--- config.mk ---
export PLATFORM = sky130hd
export DESIGN_NAME = tetris_drop_ctrl
export DESIGN_NICKNAME = d
export VERILOG_FILES = /design/src/rtl/tetris_drop_ctrl.sv
export SDC_FILE = /design/constraint.sdc
export NUM_CORES = 1
export LEC_CHECK = 0
export ABC_AREA = 1
export CORE_ASPECT_RATIO = 0.7
export CORE_MARGIN = 3
export CORE_UTILIZATION = 30
export DETAILED_ROUTE_END_ITERATION = 16
export DONT_BUFFER_PORTS = 1
export GPL_TIMING_DRIVEN = 0
export PLACE_DENSITY_LB_ADDON = 0.15
export SYNTH_ARGS = -nofsm -noshare
export SYNTH_HDL_FRONTEND = slang
export SYNTH_SLANG_ARGS = --single-unit
--- constraint.sdc ---
create_clock -name clk -period 3.3 [get_ports clk]
set_clock_uncertainty 0.1 [all_clocks]
set_input_delay 0.99 -clock clk [delete_from_list [all_inputs] [get_ports clk]]
set_output_delay 0.99 -clock clk [all_outputs]
set_load 0.01 [all_outputs]
--- src/rtl/tetris_drop_ctrl.sv ---
// Falling-block playfield controller: 12x12 grid, one piece falls per gravity tick,
// locks onto the stack, and full rows are collapsed one row per cycle.
module tetris_drop_ctrl (
    input  logic         clk,
    input  logic         reset,
    input  logic         start,
    input  logic         tick,
    input  logic [143:0] spawn_mask,
    output logic [143:0] backGround,
    output logic [143:0] currentSqs,
    output logic [7:0]   score,
    output logic         spawn_ack,
    output logic         busy,
    output logic         game_over
);

    localparam int COLS = 12;
    localparam int ROWS = 12;

    typedef enum logic [2:0] {
        S_IDLE     = 3'd0,
        S_SPAWN    = 3'd1,
        S_FALL     = 3'd2,
        S_LOCK     = 3'd3,
        S_CLEAR    = 3'd4,
        S_GAMEOVER = 3'd5
    } state_t;

    state_t         state_q, state_d;
    logic [143:0]   bg_q, bg_d;
    logic [143:0]   cur_q, cur_d;
    logic [7:0]     score_q, score_d;
    logic [3:0]     row_q, row_d;
    logic           ack_q, ack_d;
    logic           busy_q, busy_d;
    logic           go_q, go_d;

    logic           bottom_s;
    logic           row_full_s;
    logic [143:0]   cleared_s;

    function automatic logic row_is_full(input logic [143:0] grid, input logic [3:0] r);
        return &grid[r*COLS +: COLS];
    endfunction

    // Piece rests when it touches the floor or sits directly above a locked cell.
    always_comb begin
        bottom_s   = (|cur_q[143:132]) | (|(cur_q[131:0] & bg_q[143:12]));
        row_full_s = row_is_full(bg_q, row_q);
    end

    // Board with the pointed-at row removed and everything above it moved down one row.
    always_comb begin
        cleared_s = bg_q;
        for (int rr = 0; rr < ROWS; rr++) begin
            if (rr == 0) begin
                cleared_s[0 +: COLS] = {COLS{1'b0}};
            end else if (4'(rr) <= row_q) begin
                cleared_s[rr*COLS +: COLS] = bg_q[(rr-1)*COLS +: COLS];
            end else begin
                cleared_s[rr*COLS +: COLS] = bg_q[rr*COLS +: COLS];
            end
        end
    end

    // Next-state and datapath updates for the game sequencer.
    always_comb begin
        state_d = state_q;
        bg_d    = bg_q;
        cur_d   = cur_q;
        score_d = score_q;
        row_d   = row_q;
        ack_d   = 1'b0;
        case (state_q)
            S_IDLE, S_GAMEOVER: begin
                if (start) begin
                    bg_d    = 144'd0;
                    cur_d   = 144'd0;
                    score_d = 8'd0;
                    row_d   = 4'd11;
                    state_d = S_SPAWN;
                end else begin
                    state_d = state_q;
                end
            end
            S_SPAWN: begin
                if (|(spawn_mask & bg_q)) begin
                    state_d = S_GAMEOVER;
                end else begin
                    cur_d   = spawn_mask;
                    ack_d   = 1'b1;
                    state_d = S_FALL;
                end
            end
            S_FALL: begin
                if (tick && bottom_s) begin
                    state_d = S_LOCK;
                end else if (tick) begin
                    cur_d = {cur_q[131:0], 12'd0};
                end else begin
                    cur_d = cur_q;
                end
            end
            S_LOCK: begin
                bg_d    = bg_q | cur_q;
                cur_d   = 144'd0;
                row_d   = 4'd11;
                state_d = S_CLEAR;
            end
            S_CLEAR: begin
                // A full row is collapsed and the same row index is examined again.
                if (row_full_s) begin
                    bg_d = cleared_s;
                    if (score_q != 8'hFF) begin
                        score_d = score_q + 8'd1;
                    end else begin
                        score_d = score_q;
                    end
                end else if (row_q == 4'd0) begin
                    state_d = S_SPAWN;
                end else begin
                    row_d = row_q - 4'd1;
                end
            end
            default: begin
                state_d = S_IDLE;
            end
        endcase
        busy_d = (state_d == S_LOCK) || (state_d == S_CLEAR) || (state_d == S_SPAWN);
        go_d   = (state_d == S_GAMEOVER);
    end

    // State and output registers with synchronous reset.
    always_ff @(posedge clk) begin
        if (reset) begin
            state_q <= S_IDLE;
            bg_q    <= 144'd0;
            cur_q   <= 144'd0;
            score_q <= 8'd0;
            row_q   <= 4'd11;
            ack_q   <= 1'b0;
            busy_q  <= 1'b0;
            go_q    <= 1'b0;
        end else begin
            state_q <= state_d;
            bg_q    <= bg_d;
            cur_q   <= cur_d;
            score_q <= score_d;
            row_q   <= row_d;
            ack_q   <= ack_d;
            busy_q  <= busy_d;
            go_q    <= go_d;
        end
    end

    assign backGround = bg_q;
    assign currentSqs = cur_q;
    assign score      = score_q;
    assign spawn_ack  = ack_q;
    assign busy       = busy_q;
    assign game_over  = go_q;

endmodule

; ---- After elaboration in Yosys (flattened, before gate mapping)
; Index checks and enable logic that the tools add are counted.
[word_totals]
ff_bits = 306
output_inout_bits = 299
elab_cells = 130
[op_classes]
n_addsub = 2
n_mul = 1
order_cmp = 11
n_eq_ne = 29
shift = 1
mux = 33
bitwise = 5
reduce_logical = 29
[op_table]
columns = cell, count
row1 = $mux 144, 5
row2 = $pmux 144 s4, 1
row3 = $pmux 144 s3, 1
row4 = $and 144x144->144, 1
row5 = $or 144x144->144, 1
row6 = $reduce_or 144->1, 1
row7 = $shiftx 144x9->12, 1
row8 = $and 132x132->132, 1
row9 = $mux 12, 11
row10 = $reduce_or 132->1, 1
row11 = $reduce_and 4->1, 13
row12 = $ne 2x2->1 const B, 19
row13 = $mux 8, 3
row14 = $le 3x4->1 const A, 4
row15 = $le 4x4->1 const A, 4
row16 = $pmux 8 s2, 1
row17 = $mux 3, 5
row18 = $pmux 3 s5, 1
row19 = $eq 3x3->1 const B, 4
row20 = $mux 4, 3
row21 = $pmux 4 s3, 1
row22 = $reduce_and 12->1, 1
row23 = $reduce_or 12->1, 1
row24 = $eq 3x2->1 const B, 3
row25 = other kinds (20), 24

; ---- Depth between registers and ports, before layout
; Gate-level depths: netlist of the first run.
[logic_depth]
word_depth = 9
ltp_mapped = 18
ltp_nobuf = 15

; ---- Least setup slack after synthesis of the first run
; No wires, ideal clock.
[synth_timing]
path_kind = input port to flip-flop
start = input spawn_mask[6]
end = register cur_q[30], in the netlist currentSqs[30]
setup_time_ps = 128
arrival_time_ps = 2403
required_time_ps = 3072
path_slack_ps = 669
cell_stages = 14
path_buffers = 2
cell_sequence = nand2_1 -> nand2_1 -> nor2_1 -> nand2_1 -> nor2_1 -> nand2_1 -> nor2_1 -> nand3_1 -> nand2_1 -> nand3_1 -> buf_2 -> clkbuf_1 -> o21ai_0 -> a21oi_1
[synth_via]
elab_chain_len = 4
[synth_lines]
columns = item, line
row1 = start: declaration, 8  ; input logic [143:0] spawn_mask,
row2 = $and 144x144->144, 87  ; if (|(spawn_mask & bg_q)) begin
row3 = $reduce_or 144->1, 87
row4 = $ne 2x2->1 (no line), n/a
row5 = $reduce_and 5->1 (no line), n/a
row6 = end signal: assignment, 147  ; cur_q <= cur_d;
row7 = end: declaration, 31  ; logic [143:0] cur_q, cur_d;
; Every way passes these cells.
; A chain may end at the register's enable or synchronous reset.

==> results of run 1 <==
[metrics by stage]
| step | TNS [ns] | hold slack (ns) | instances | area (um^2) | total power [W] |
|---|---|---|---|---|---|
| after detailed placement | -258.83 | 0.441 | 4014 | 19500 | 0.0165 |
| after global placement | -258.64 | 0.436 | 4014 | 19500 | 0.0165 |
| final | 0 | 0.444 | 4077 | 20900 | 0.0213 |
| after global routing | 0 | 0.485 | 4076 | 20900 | 0.0224 |
| after floorplan | 0 | 0.388 | 3206 | 18500 | 0.0120 |
| after CTS | 0 | 0.451 | 4075 | 20800 | 0.0209 |
[cell usage in the layout (no fill, tap or decap), drive strengths merged]
cell type	Yosys	routed
o21ai	564	564
a21oi	176	176
nor3b	1	1
diode	0	1
clkinv	0	3
o211ai	2	2
buf	57	56
ha	5	5
xor2	4	4
clkdlybuf4s15	0	2
nand3	122	122
nor2	389	389
nand4	24	24
o22ai	2	2
inv	346	346
dfxtp	306	306
a211oi	1	1
xnor2	1	1
bufinv	0	4
a31oi	2	2
clkinvlp	0	2
nand2	1075	1075
and3	1	1
clkbuf	123	175
nor3	5	5
[worst paths after layout]
path | from | endpoint | slack, ns | cells past startpoint
max | reset | backGround[18] | 0.04 | 7
max reg2reg | row_q[0] | backGround[52] | 0.09 | 17
min | currentSqs[140] | currentSqs[140] | 0.44 | 2
min reg2reg | currentSqs[140] | currentSqs[140] | 0.44 | 2
[metal layers]
metal	global-route usage, %	wire length, um
met1	48.6	49000
met2	49.2	46900
met3	7.79	13600
met4	7.34	2610
met5	0	0
[worst register-to-register path: cells and delay by family (launching register included)]
family,cells,cell delay (ns)
simple gates,12,1.62
buf+inv,5,0.99
flops,1,0.43
[state kept, by name, indices dropped and copies added (netlist names)]
name / count
spawn_ack: 1
busy: 1
score: 8
currentSqs: 144
row_q: 4
backGround: 144
game_over: 1
state_q: 3
[kinds of logic (layout without fill, tap and decap cells)]
logic type,count (synthesis),after routing
AND/OR/NAND/NOR,1617,1617
AO/OA/AOI/OAI,747,747
buffers and inverters,526,588
flip-flops,306,306
adder cells (fa/ha/maj),5,5
XOR/XNOR,5,5
other,0,1
[area by class of cell]
type,count,area (um^2)
fillers,7058,39600
multi-input cells,2374,10300
flip-flops and latches,306,6130
inverters,346,1300
clock buffers,52,1050
well taps,808,1010
plain buffers,180,878
clock inverters,9,150
repair buffers,1,20.0
diodes,1,2.50
[power groups by stage]
stage	Clock, W	Combinational (W)	Sequential [W]
after detailed placement	0	0.00857	0.00796
after global placement	0	0.00858	0.00797
final	0.00429	0.00910	0.00792
after global routing	0.00445	0.00991	0.00803
after CTS	0.00430	0.00868	0.00787
after floorplan	0	0.00551	0.00653
[repair_timing]
item	4_1_cts	5_1_grt
endpoints found under the setup margin	144	258
gates resized for setup	22	52
setup buffers	0	1
pin swaps	0	1
==> flow_summary.ini, run 1 <==
[pwr]
switchingPower_w = 0.0115
clock_power_share_pct = 20.1
switching_share_pct = 54.0
power.density_mw_per_mm2 = 1020
p_seq_share_pct = 37.2
vdd_drop_max_mv = 0.381
p_int_w = 0.00979
combPwrFrac_pct = 42.7
p_leak_nw = 9.34

[sta]
fmax_mhz = 307
period_needed_ns = 3.26
final_hold_viol_count = 0
drv_slew = 0
worst_slack_ns = 0.0400
max_slew_margin_pct = 31.0
timing.final.crit_share_pct = 98.8
rsz0062_at_grt = no
tightest_slew_ns = 1.04
setup_viol = 0

[grt]
grt_max_degree = 14
grt_overflow_total = 0
first_global_vias = 20500
grt_util_all_layers_pct = 33.2
antenna_found_initial = 3
grt_first_pass_wirelength_um = 154000

[logic_synthesis]
synth_top_family_by_area = simple AND/OR/NAND/NOR gates
synth_cell_types = 30
synthAdderAreaFrac_pct = 0.338
synth-simple-area-share_pct = 34.6
synth-compound-area-share_pct = 20.3
synthesis.area_mm2 = 0.0185
async_reset_ff_share_pct = 0
synth_edf_count = 0
seq_area_frac_synth_pct = 33.1
yosys_warnings = 0
synth_mux_area_share_pct = 0
synthFlopType = dfxtp_1
yosys.area.top_type = dfxtp_1
synth_common_cells = nand2_1, o21ai_0, nor2_1
yosysMostFrequentCell = nand2_1
synth.area.top_cells = dfxtp_1, nand2_1, o21ai_0
ys_seq_elements = 306
yosysTopAreaCellShare_pct = 33.1
synth_fp_nets = 3359
synth-xor-area-share_pct = 0.237
syn_inst = 3206
syn_avg_cell_area_um2 = 5.77

[clocking]
cts_tree = built
clock_path_buffers = 3
clkTransAtPathRegs_ns = 0.06
h-tree-depth = 2
cts_hold_buf = 0
clock_latency_ns = 0.55
cts_inserted_buffers = 36
cts.sinks = 306
root_buffer = clkbuf_16

[worst_hold_path]
hp-class = reg -> reg

[routing]
num_vias = 22500
avgViaCountPerCell = 5.53
drt_iter0_drc = 3300
drt_pass1_iterations = 6
wl_per_cell_um = 27.5
routed_wl_um = 112000
antenna_left = 0
remaining_drc_errors = 0

[placed_design]
dp_hpwl_um = 90900
dp_slack_ns = -1.83
gp_congestion = 1.01
io_buffers = 0

[run_status]
outcome = completed

[setup_path]
arrival_ns = 3.63
crit_top_cell = clkbuf_1
setup.worst_path.end_class = flip-flop
cp_top_family = buffers and inverters
worstPathCellList = clkbuf_1 -> inv_1 -> clkdlybuf4s15_1 -> clkbuf_1 -> clkbuf_1 -> nand2_1 -> nor2_1
start_kind = input pin
path_buf_inv = 5
crit_slowest_cell = clkdlybuf4s15_1
worst-path-max-fanout = 10
worst-endpoint-required_ns = 3.67
max_stage_delay_ns = 0.88
critical_path_class = in -> reg

[floorplan]
ioPinCount = 447
dieArea_mm2 = 0.0647
die_h_um = 214
die_x_um = 303
core_mm2 = 0.0604
placement_rows = 75
start_util_pct = 30.6

[cells_and_area]
syn_to_final_growth_pct = 12.7
final_core_util_pct = 34.5
layout-drive-gt1-share_pct = 5.26
nets = 3398

[flow_run]
cap_violations = 0
Power figures use the tool's default switching activity.
==> run 2, diff against run 1 <==
- SLEW_MARGIN: default -> 20
==> run 2 against run 1 <==
Compared with the run above:
- the run now ends with negative setup slack left
- die area is the same
- sequential power hardly changed
- flip-flop and latch count did not move
- sequential share of layout area grew 0.10 points
- largest power group unchanged
- cell count grew 0.12%
- register-to-register slack worse by 0.13 ns
==> flow_summary.ini, run 2 (same netlist as run 1, synthesis figures left out) <==
[run_status]
outcome = complete, but fails checks
violations = negative setup slack

[cells_and_area]
seq_area_mm2 = 0.00613
final_cells = 4082
fillCellCount = 7086
layout_commonest_cell = nand2_1
layout-drive-gt1-share_pct = 4.80
final_cell_mix = nand2_1, o21ai_0, nor2_1
multiInputGateArea_mm2 = 0.0103
syn_to_final_growth_pct = 12.3
nets = 3400

[clocking]
cts_inserted_buffers = 36
cts.sinks = 306
clkTransAtPathRegs_ns = 0.06
cts_hold_buf = 0
root_buffer = clkbuf_16
clock_latency_ns = 0.56
h-tree-depth = 2
clock_path_buffers = 3
cts_tree = built

[placed_design]
dp_slack_ns = -1.83
io_buffers = 0
gp_congestion = 1.01
dp_cells = 4015
dp_hpwl_um = 90900

[sta]
final_hold_viol_count = 0
tightest_slew_ns = 1.20
setup_viol = 20
timing.final.crit_share_pct = 101
worst_slack_ns = -0.0400
rsz0062_at_grt = no
period_needed_ns = 3.34
fmax_mhz = 299
max_slew_margin_pct = 19.8
drv_slew = 0

[grt]
first_global_vias = 20400
grt_first_pass_wirelength_um = 153000
grt_max_degree = 13
grt_overflow_total = 0
antenna_found_initial = 2
grt_util_all_layers_pct = 33.1

[floorplan]
dieArea_mm2 = 0.0647
core_mm2 = 0.0604
placement_rows = 75
die_h_um = 214
die_x_um = 303
ioPinCount = 447
start_util_pct = 30.6

[worst_hold_path]
hp-class = reg -> reg

[flow_run]
cap_violations = 0

[routing]
remaining_drc_errors = 0
drt_pass1_iterations = 5
num_vias = 22500
routed_wl_um = 112000
drt_iter0_drc = 3012
avgViaCountPerCell = 5.50
antenna_left = 0
wl_per_cell_um = 27.5

[pwr]
vdd_drop_max_mv = 0.353
p_leak_nw = 9.27
power.density_mw_per_mm2 = 1010

[setup_path]
start_kind = flip-flop
worst-path-max-fanout = 10
setup.worst_path.end_class = flip-flop
worst-endpoint-required_ns = 3.62
arrival_ns = 3.66
critical_path_class = reg -> reg
run 2: worst paths after layout:
check                                startpoint              end  slack (ns)  cells after the start
worst max register to register  currentSqs[131]   currentSqs[21]       -0.04                     12
worst min-delay path            currentSqs[136]  currentSqs[136]        0.45                      2
worst min register to register  currentSqs[136]  currentSqs[136]        0.45                      2
worst max-delay path            currentSqs[131]   currentSqs[21]       -0.04                     12
run 2: metal layers:
layer,routed length (um),global-route usage [%]
met3,13400,8.80
met4,2670,8.27
met5,9,0
met2,46800,49.0
met1,49300,47.7
run 2: power breakdown:
part           internal, W  total [W]  switching, W
clock              0.00228    0.00405       0.00177
combinational      0.00238    0.00911       0.00673
sequential         0.00489    0.00792       0.00303
run 2: final cells by class:
| type | count | area share [%] |
|---|---|---|
| tap | 808 | 4.86 |
| buffer | 180 | 4.07 |
| timing repair buffer | 3 | 0.229 |
| inverter | 346 | 6.25 |
| clock inverter | 6 | 0.169 |
| clock buffer | 56 | 5.28 |
| antenna | 3 | 0.0361 |
| multi-input combinational | 2374 | 49.6 |
| sequential | 306 | 29.5 |
run 2: stage by stage:
step | power, W | hold WS [ns] | cell area (um^2) | setup TNS [ns] | utilization (%)
after floorplan | 0.0120 | 0.388 | 18500 | 0 | -
after global placement | 0.0165 | 0.436 | 19500 | -258.64 | 32.3
after detailed placement | 0.0165 | 0.442 | 19500 | -261.43 | 32.3
after CTS | 0.0206 | 0.453 | 20700 | 0 | 34.3
after global routing | 0.0221 | 0.480 | 20800 | 0 | 34.4
final | 0.0211 | 0.447 | 20800 | -0.406 | 34.4
run 2: repair_timing:
action	4_1_cts	5_1_grt
resized for setup	17	28
pin swaps	0	1
setup buffers	0	2
endpoints found under the setup margin	144	238
run 2: worst max-delay path, cell delays in order, from the launching register on:
cell and delay, ns:
dfxtp_1 0.48, inv_1 0.20, o21ai_0 0.59, nor2_1 0.12, nand3_1 0.13, nor2_1 0.06
nand3_1 0.14, nand2_1 0.12, nand3_4 0.12, buf_12 0.16, clkbuf_1 0.47, clkbuf_2 0.39
a21oi_1 0.11
